File: src/rtl/decade_ring_chain.sv
// decade_ring_chain: cascaded 2-of-5 decade rings with up/down stepping,
// parallel load, single-edge all-nines/all-zeros ripple, chain wrap pulses,
// zero detect and code-validity flag.
module decade_ring_chain #(
  parameter int DIGITS    = 3,
  parameter int CLR_DIGIT = 1
) (
  input  logic                  i_clk,
  input  logic                  i_clear,
  input  logic                  i_advance,
  input  logic                  i_retard,
  input  logic                  i_load,
  input  logic [5*DIGITS-1:0]   i_load_value,
  output logic [5*DIGITS-1:0]   o_output,
  output logic                  o_zero,
  output logic                  o_carry,
  output logic                  o_borrow,
  output logic                  o_check
);

  localparam logic [4:0] CODE_ZERO = 5'b00011;
  localparam logic [4:0] CODE_NINE = 5'b00101;

  // Decimal value to {a,b,c,d,e} ring code.
  function automatic logic [4:0] enc_digit(input logic [3:0] v);
    logic [4:0] c;
    case (v)
      4'd0:    c = 5'b00011;
      4'd1:    c = 5'b10010;
      4'd2:    c = 5'b10001;
      4'd3:    c = 5'b01001;
      4'd4:    c = 5'b11000;
      4'd5:    c = 5'b10100;
      4'd6:    c = 5'b01100;
      4'd7:    c = 5'b01010;
      4'd8:    c = 5'b00110;
      4'd9:    c = 5'b00101;
      default: c = 5'b00011;
    endcase
    return c;
  endfunction

  // Ring code to decimal value; only meaningful for valid codes.
  function automatic logic [3:0] dec_digit(input logic [4:0] c);
    logic [3:0] v;
    case (c)
      5'b00011: v = 4'd0;
      5'b10010: v = 4'd1;
      5'b10001: v = 4'd2;
      5'b01001: v = 4'd3;
      5'b11000: v = 4'd4;
      5'b10100: v = 4'd5;
      5'b01100: v = 4'd6;
      5'b01010: v = 4'd7;
      5'b00110: v = 4'd8;
      5'b00101: v = 4'd9;
      default:  v = 4'd0;
    endcase
    return v;
  endfunction

  // Every code with exactly two ones is one of the ten decimal codes.
  function automatic logic code_ok(input logic [4:0] c);
    logic [2:0] n;
    n = {2'b00, c[0]} + {2'b00, c[1]} + {2'b00, c[2]} + {2'b00, c[3]} + {2'b00, c[4]};
    return (n == 3'd2);
  endfunction

  function automatic logic [4:0] succ_code(input logic [4:0] c);
    logic [3:0] v;
    v = dec_digit(c);
    return (v == 4'd9) ? enc_digit(4'd0) : enc_digit(v + 4'd1);
  endfunction

  function automatic logic [4:0] pred_code(input logic [4:0] c);
    logic [3:0] v;
    v = dec_digit(c);
    return (v == 4'd0) ? enc_digit(4'd9) : enc_digit(v - 4'd1);
  endfunction

  localparam logic [4:0] CLR_CODE = enc_digit(4'(CLR_DIGIT));

  logic [5*DIGITS-1:0] out_q, out_d;
  logic                carry_q, carry_d;
  logic                borrow_q, borrow_d;

  // Next state: clear over load over stepping; ripple enables resolve in one edge.
  always_comb begin
    logic            step_up;
    logic            step_dn;
    logic [DIGITS:0] en_up;
    logic [DIGITS:0] en_dn;
    logic [4:0]      cur;
    out_d    = out_q;
    carry_d  = 1'b0;
    borrow_d = 1'b0;
    step_up  = i_advance & ~i_retard;
    step_dn  = i_retard & ~i_advance;
    en_up    = '0;
    en_dn    = '0;
    en_up[0] = 1'b1;
    en_dn[0] = 1'b1;
    // An invalid digit is neither nine nor zero, so it breaks the ripple.
    for (int k = 0; k < DIGITS; k++) begin
      cur        = out_q[5*k +: 5];
      en_up[k+1] = en_up[k] & (cur == CODE_NINE);
      en_dn[k+1] = en_dn[k] & (cur == CODE_ZERO);
    end
    if (i_clear) begin
      for (int k = 0; k < DIGITS; k++) out_d[5*k +: 5] = CLR_CODE;
    end else if (i_load) begin
      out_d = i_load_value;
    end else if (step_up || step_dn) begin
      for (int k = 0; k < DIGITS; k++) begin
        cur = out_q[5*k +: 5];
        if (code_ok(cur)) begin
          if (step_up && en_up[k]) out_d[5*k +: 5] = succ_code(cur);
          if (step_dn && en_dn[k]) out_d[5*k +: 5] = pred_code(cur);
        end
      end
      carry_d  = step_up & en_up[DIGITS];
      borrow_d = step_dn & en_dn[DIGITS];
    end
  end

  // State register; clear returns the chain to the clear digit value.
  always_ff @(posedge i_clk) begin
    if (i_clear) begin
      for (int k = 0; k < DIGITS; k++) out_q[5*k +: 5] <= CLR_CODE;
      carry_q  <= 1'b0;
      borrow_q <= 1'b0;
    end else begin
      out_q    <= out_d;
      carry_q  <= carry_d;
      borrow_q <= borrow_d;
    end
  end

  // Zero and validity flags decoded straight from the state register.
  always_comb begin
    o_zero  = 1'b1;
    o_check = 1'b0;
    for (int k = 0; k < DIGITS; k++) begin
      if (out_q[5*k +: 5] != CODE_ZERO) o_zero = 1'b0;
      if (!code_ok(out_q[5*k +: 5]))    o_check = 1'b1;
    end
  end

  assign o_output = out_q;
  assign o_carry  = carry_q;
  assign o_borrow = borrow_q;

endmodule

File: config.mk
export PLATFORM = sky130hd
export DESIGN_NAME = decade_ring_chain
export DESIGN_NICKNAME = d
export VERILOG_FILES = /design/src/rtl/decade_ring_chain.sv
export SDC_FILE = /design/constraint.sdc
export NUM_CORES = 1
export LEC_CHECK = 0
export CAP_MARGIN = 30
export CELL_PAD_IN_SITES_DETAIL_PLACEMENT = 1
export CELL_PAD_IN_SITES_GLOBAL_PLACEMENT = 2
export CORE_ASPECT_RATIO = 2
export CORE_UTILIZATION = 37
export CTS_CLUSTER_SIZE = 40
export DETAILED_ROUTE_END_ITERATION = 7
export PLACE_DENSITY = 0.95
export SYNTH_ARGS = -nofsm -noshare
export SYNTH_HDL_FRONTEND = slang
export SYNTH_SLANG_ARGS = --single-unit
File: constraint.sdc
create_clock -name i_clk -period 6.1 [get_ports i_clk]
set_clock_uncertainty 0.1 [all_clocks]
set_input_delay 1.22 -clock i_clk [delete_from_list [all_inputs] [get_ports i_clk]]
set_output_delay 1.22 -clock i_clk [all_outputs]
set_load 0.02 [all_outputs]
==> results.py, run 1 <==
metrics = {
    "pwr": {
        "p_int_mw": 0.4922,
        "swShare_pct": 37.86,
        "p_sw_mw": 0.2999,
        "p_clk_share_pct": 30.9,
        "seq_power_share_pct": 30.1,
        "power.density_nw_per_um2": 190.7,
        "p_comb_share_pct": 39.1,
        "vdd_drop_max_mv": 0.1423,
        "leakagePower_nw": 1.638,
    },
    "timing": {
        "slew_headroom_pct": 37.27,
        "fin_crit_sh_pct": 75.20,
        "worst_pin_slew_ns": 0.9380,
        "setup_violations": 0,
        "rsz0062_at_grt": "no",
        "tns_ns": 0,
        "fmax_mhz": 218.0,
        "finalMaxSlewViolations": 0,
        "layout_setup_ws_ns": 1.513,
        "hold_viol": 0,
        "fin_crit_ns": 4.587,
    },
    "floorplanning": {
        "rows": 50,
        "pin_count": 39,
        "dieWidth_um": 71.78,
        "initial_core_util_pct": 38.40,
        "core_area_um2": 9384,
        "die-height_um": 141.6,
        "dieArea_um2": 10160,
    },
    "yosys": {
        "syn-mean-instance-area_um2": 7.817,
        "synth_flop_cell": "dfxtp_1",
        "ys_seq_area_share_pct": 16.11,
        "yosysTopAreaCell": "dfxtp_1",
        "synth_edf_count": 0,
        "yosys_register_bits": 29,
        "synthTopCellsByArea": "dfxtp_1 16%, ha_1 13%, inv_1 5.2%",
        "netlist-cell-type-count": 79,
        "synth_nets": 524,
        "ys.warnings.count": 0,
        "synth.top_cell.area_share_pct": 16.11,
        "synthCells": 461,
        "syn_area_um2": 3603,
        "asyncSetResetFlopFracSynth_pct": 0,
    },
    "clock_tree": {
        "cts.sink_count": 29,
        "path_clk_slew_ns": 0.05,
        "htreeDepth": 2,
        "clk_latency_ns": 0.28,
        "cts_tree": "yes",
        "ctsHoldBuffers": 0,
        "cts_made_buffers": 5,
        "clockBufferDepth": 2,
        "cts-resized-gates": 0,
        "cts_setup_buffers": 0,
        "cts-root-buf": "clkbuf_16",
    },
    "setup_path": {
        "critPathCaptureType": "register",
        "critical_path_arrival_ns": 4.69,
        "startpoint_type": "input port",
        "r2r_start": "o_output[8]",
        "worstPathRequired_ns": 6.20,
        "cp_max_fo": 14,
        "worst-r2r-setup-slack_ns": 2.04,
        "rr_worst_depth": 13,
        "critPathKind": "input port to register",
    },
    "global_route": {
        "grt_usage_pct": 23.48,
        "overflow": 0,
        "grt_max_degree": 29,
        "grt_antenna_before_repair": 0,
        "grt_pass1_wl_um": 18750,
        "grt_pass1_vias": 3845,
    },
    "hold_path": {
        "hold_end": "o_carry",
        "hold_start": "o_output[12]",
        "hold_class": "register to register",
        "hold_depth": 2,
    },
    "finish": {
        "drive_gt1_share_pct": 7.098,
        "num_antenna_cells": 0,
        "fin_cells": 583,
        "areaGrowthSynthToFinish_pct": 15.24,
        "nFillCells": 1175,
        "nNetsFinal": 542,
    },
    "route": {
        "remaining_drc_errors": 0,
        "routed_wl_um": 11320,
        "drt-initial-drc-count": 99,
        "ant_nets": 0,
        "wire_per_inst_um": 19.42,
        "dr.pass1.iters": 4,
        "viasPerCell": 6.046,
        "vias": 3525,
    },
    "status": {
        "status": "finished, final reports clean",
    },
    "placed_design": {
        "dpl.hpwl_um": 9187,
        "io_buffers": 38,
        "dp.cells": 576,
        "gp_congestion": 0.8779,
        "dp_slack_ns": 1.239,
    },
    "run": {
        "cap_violations": 0,
    },
}
==> critical path, cell delays in order <==
cell and delay [ns]:
clkdlybuf4s50_1 0.44, inv_1 0.07, ha_1 0.43, nand2_1 0.33, a211oi_2 0.49, o311ai_1 0.24
a211oi_1 0.45, ha_1 0.35, or3_1 0.39, a21o_1 0.19, o211ai_1 0.08
==> routing by layer <==
| metal | GRT usage, % | wire length (um) | vias to the layer above |
|---|---|---|---|
| met1 | 23.06 | 4199 | 1726 |
| li1 | - | - | 1703 |
| met5 | 0 | 0 | - |
| met4 | 12.38 | 451 | 0 |
| met3 | 1.847 | 157 | 31 |
| met2 | 46.62 | 6514 | 65 |
==> stage by stage <==
step	util (%)	cell area [um2]	power (mW)	hold slack, ns
2_1_floorplan	-	3603	0.4528	0.4578
3_3_place_gp	42.69	4006	0.5369	0.4552
3_5_place_dp	42.69	4006	0.5497	0.4561
4_1_cts	44.25	4153	0.7972	0.4655
5_1_grt	44.25	4153	0.8430	0.4921
6_report	44.25	4153	0.7921	0.4669
==> worst max-delay path by stage <==
stage	start	end	slack (ns)	cells past startpoint
2_1_floorplan	o_output[5]	register	2.38	13
3_3_place_gp	i_advance	register	1.43	12
3_5_place_dp	i_advance	register	1.24	11
4_1_cts	i_advance	register	1.53	11
5_1_grt	i_advance	register	1.17	12
6_report	i_advance	register	1.51	11
==> cell type report <==
cell class / count / area, um2 / share of cell area [%]
Clock inverter: 1 / 7.507 / 0.1808
Inverter: 50 / 187.7 / 4.519
Multi-Input combinational cell: 353 / 2713 / 65.32
Tap cell: 104 / 130.1 / 3.133
Clock buffer: 6 / 138.9 / 3.344
Sequential cell: 29 / 580.6 / 13.98
Timing Repair Buffer: 40 / 395.4 / 9.521
==> power by group through the flow <==
stage / registers, mW / clock network [mW] / logic, mW
finish: 0.238 / 0.245 / 0.309
global route: 0.242 / 0.259 / 0.342
CTS: 0.238 / 0.249 / 0.310
detailed placement: 0.242 / 0 / 0.308
global placement: 0.241 / 0 / 0.296
floorplan: 0.227 / 0 / 0.226
==> cells by family after synthesis <==
logic type	after synthesis	synth area share (%)
xor gates and xnor gates	16	3.889
buffers and inverters	79	8.611
AOI/OAI and AO/OA	125	26.29
adders and majority gates	43	16.18
muxes	9	2.535
DFF	29	16.11
and+or+nand+nor	160	26.39
==> synthesized netlist by cell type, drive strengths merged (4+ instances only) <==
library cell   n
nor2          24
nand2b        11
buf           13
o311ai         6
nand2         27
nor2b          5
nor4           5
or3           10
a2111oi        4
and3b          4
dfxtp         29
nor3b          4
nor3          13
o221ai         5
o21ai         23
a21oi         22
xnor2         10
xor2           6
ha            37
a21o           4
clkbuf        16
nand4          4
or4b           4
a211oi        11
mux2i          8
inv           50
and3           5
nor4b          4
a21boi         4
fa             6
and2           9
a221oi         6
o211ai         6
nand3         17
nand3b         4
==> cells in the final DEF, fill, tap and decap left out, types with 5 or more instances in the layout <==
master | synthesis | routed
mux2i_1 | 8 | 8
nor2_1 | 24 | 24
dfxtp_1 | 29 | 29
o211ai_1 | 6 | 6
nand3_1 | 17 | 17
or3_1 | 10 | 10
clkdlybuf4s50_1 | 0 | 38
o221ai_1 | 5 | 5
ha_1 | 37 | 37
inv_1 | 50 | 50
a21oi_1 | 22 | 22
and2_1 | 9 | 9
a211oi_1 | 8 | 8
nand2_1 | 27 | 27
clkbuf_16 | 0 | 5
nand2b_1 | 11 | 11
o21ai_0 | 20 | 20
fa_1 | 6 | 6
and3_1 | 5 | 5
nor3_1 | 12 | 12
a221oi_1 | 5 | 5
nor2b_1 | 5 | 5
xnor2_1 | 10 | 10
xor2_1 | 6 | 6
Power figures use the tool's default switching activity.
==> inputs of run 2 (changes only) <==
- CORE_UTILIZATION: 37 -> 31
- PLACE_DENSITY: 0.95 -> 0.86
- clock period: 6.1 -> 4.2 ns (I/O delays scaled with it)
==> run 2 against run 1 <==
  * Sequential power rose by 39%
  * Critical path depth shrank 3
  * Die area grew 19%
  * Register-to-register slack got worse by 1.7 ns
  * Worst setup slack worse by 1.4 ns
  * Via count grew 0.77%
  * Largest cell class unchanged
  * Largest power group unchanged
==> results.py, run 2 (synthesized netlist as in run 1, its figures left out) <==
metrics = {
    "setup_path": {
        "crit_end": "o_check",
        "worstPathRequired_ns": 3.26,
        "cp_max_fo": 5,
        "cpPeakStageDelay_ns": 0.56,
        "critPathSlowestCell": "clkdlybuf4s50_1",
        "r2r_start": "o_output[0]",
        "critPathKind": "register to primary output",
        "worst-r2r-setup-slack_ns": 0.31,
        "critical_path.cell_chain": "inv_1 -> fa_1 -> fa_1 -> inv_1 -> ha_1 -> nand3b_1 -> or4_1 -> clkdlybuf4s50_1",
        "critical_path_arrival_ns": 3.10,
        "rr_worst_depth": 17,
        "startpoint": "o_output[0]",
        "critPathCaptureType": "primary output",
        "startpoint_type": "register",
    },
    "clock_tree": {
        "cts_tree": "yes",
        "cts_made_buffers": 5,
        "clk_latency_ns": 0.28,
        "htreeDepth": 2,
        "clockBufferDepth": 2,
        "path_clk_slew_ns": 0.06,
        "cts.sink_count": 29,
        "ctsHoldBuffers": 0,
        "cts-root-buf": "clkbuf_16",
    },
    "timing": {
        "worst_pin_slew_ns": 0.8377,
        "fin_crit_sh_pct": 96.27,
        "slew_headroom_pct": 44.08,
        "rsz0062_at_grt": "no",
        "tns_ns": 0,
        "whs_ns": 0.4382,
        "hold_viol": 0,
        "finalMaxSlewViolations": 0,
        "setup_violations": 0,
        "fmax_mhz": 247.3,
        "layout_setup_ws_ns": 0.1566,
        "fin_crit_ns": 4.043,
    },
    "floorplanning": {
        "die-height_um": 154.5,
        "initial_core_util_pct": 31.93,
        "dieArea_um2": 12090,
        "pin_count": 39,
        "core_area_um2": 11290,
        "dieWidth_um": 78.24,
        "rows": 55,
    },
    "route": {
        "vias": 3552,
        "routed_wl_um": 11650,
        "viasPerCell": 5.576,
        "wire_per_inst_um": 18.29,
        "dr.pass1.iters": 4,
        "drt-initial-drc-count": 105,
        "remaining_drc_errors": 0,
        "ant_nets": 0,
    },
    "placed_design": {
        "dp.cells": 630,
        "io_buffers": 38,
        "dp_slack_ns": 0.08847,
        "placed_cell_area_um2": 4174,
        "dpl.hpwl_um": 9565,
        "gp_congestion": 0.8827,
    },
    "global_route": {
        "grt_pass1_wl_um": 18910,
        "overflow": 0,
        "grt_usage_pct": 20.07,
        "grt_max_degree": 29,
        "grt_pass1_vias": 3754,
        "grt_antenna_before_repair": 0,
    },
    "finish": {
        "seq_area_um2": 580.6,
        "num_antenna_cells": 0,
        "nFillCells": 1395,
        "multi_input_area_um2": 2716,
        "layout_commonest_cell": "inv_1",
        "fin_cells": 637,
        "areaGrowthSynthToFinish_pct": 20.38,
        "nNetsFinal": 558,
        "design_area_um2": 4338,
        "drive_gt1_share_pct": 10.30,
        "final_util_pct": 38.44,
        "layout_common_cells": "50 x inv_1, 38 x clkdlybuf4s50_1, 37 x ha_1, 29 x dfxtp_1, 27 x nand2_1",
    },
    "pwr": {
        "power_mw": 1.224,
        "swShare_pct": 37.01,
        "p_clk_share_pct": 33.6,
        "power.density_nw_per_um2": 282.1,
        "p_sw_mw": 0.4528,
        "p_int_mw": 0.7708,
        "vdd_drop_max_mv": 0.1753,
        "seq_power_share_pct": 26.9,
        "p_comb_share_pct": 39.4,
        "leakagePower_nw": 1.727,
    },
    "hold_path": {
        "hold_class": "register to register",
        "hold_depth": 2,
    },
    "status": {
        "status": "finished, final reports clean",
    },
    "run": {
        "cap_violations": 0,
    },
}
[run 2: changes by cell type in the layout (fill, tap and decap cells not counted), sizes merged]
cell	delta
buf	+16
bufinv	+1
clkbuf	-1
clkinv	+1
clkinvlp	-1
[run 2: repair_timing]
action / in CTS / in global routing
buffers inserted: 0 / 0
setup endpoints to repair: 0 / 1
gates resized for setup: 0 / 1
[run 2: final cells by class]
type                    instances  share of cell area (%)
multi-input cells             353                   62.62
flip-flops and latches         29                   13.38
repair buffers                 56                   11.88
inverters                      50                   4.327
well taps                     142                   4.096
clock buffers                   5                   2.884
clock inverters                 2                  0.8076
[run 2: critical path: cells and delay by family (launching register included)]
family,cells,cell delay (ns)
flops,1,0.44
simple gates,2,0.64
buf+inv,3,0.74
fa+ha+maj,3,1.00
[run 2: metal layers]
| layer | GRT usage [%] | share of wire, % | wire length, um |
|---|---|---|---|
| met5 | 0 | 0 | 0 |
| met4 | 9.259 | 3.8 | 444 |
| met3 | 1.888 | 1.9 | 218 |
| met2 | 40.77 | 58 | 6754 |
| met1 | 19.39 | 36 | 4233 |
[run 2: power groups by stage]
stage                     logic (mW)  registers (mW)  clock network, mW
after global placement         0.464           0.334                  0
after CTS                      0.485           0.329              0.416
after global routing           0.530           0.334              0.432
after detailed placement       0.480           0.335                  0
final                          0.482           0.330              0.411
after floorplan                0.328           0.330                  0
[run 2: worst min path at each step]
| stage | start | endpoint |
|---|---|---|
| after floorplan | o_output[12] | o_carry |
| after global placement | o_output[12] | o_carry |
| after detailed placement | o_output[12] | o_carry |
| after CTS | o_output[12] | o_carry |
| after global routing | o_output[12] | o_carry |
| final | o_output[12] | o_carry |
==> inputs of run 3 (changes only) <==
- SLEW_MARGIN: unset -> 25
==> results of run 3 <==
No change in the layout: final DEF, timing and power equal those of run 2.
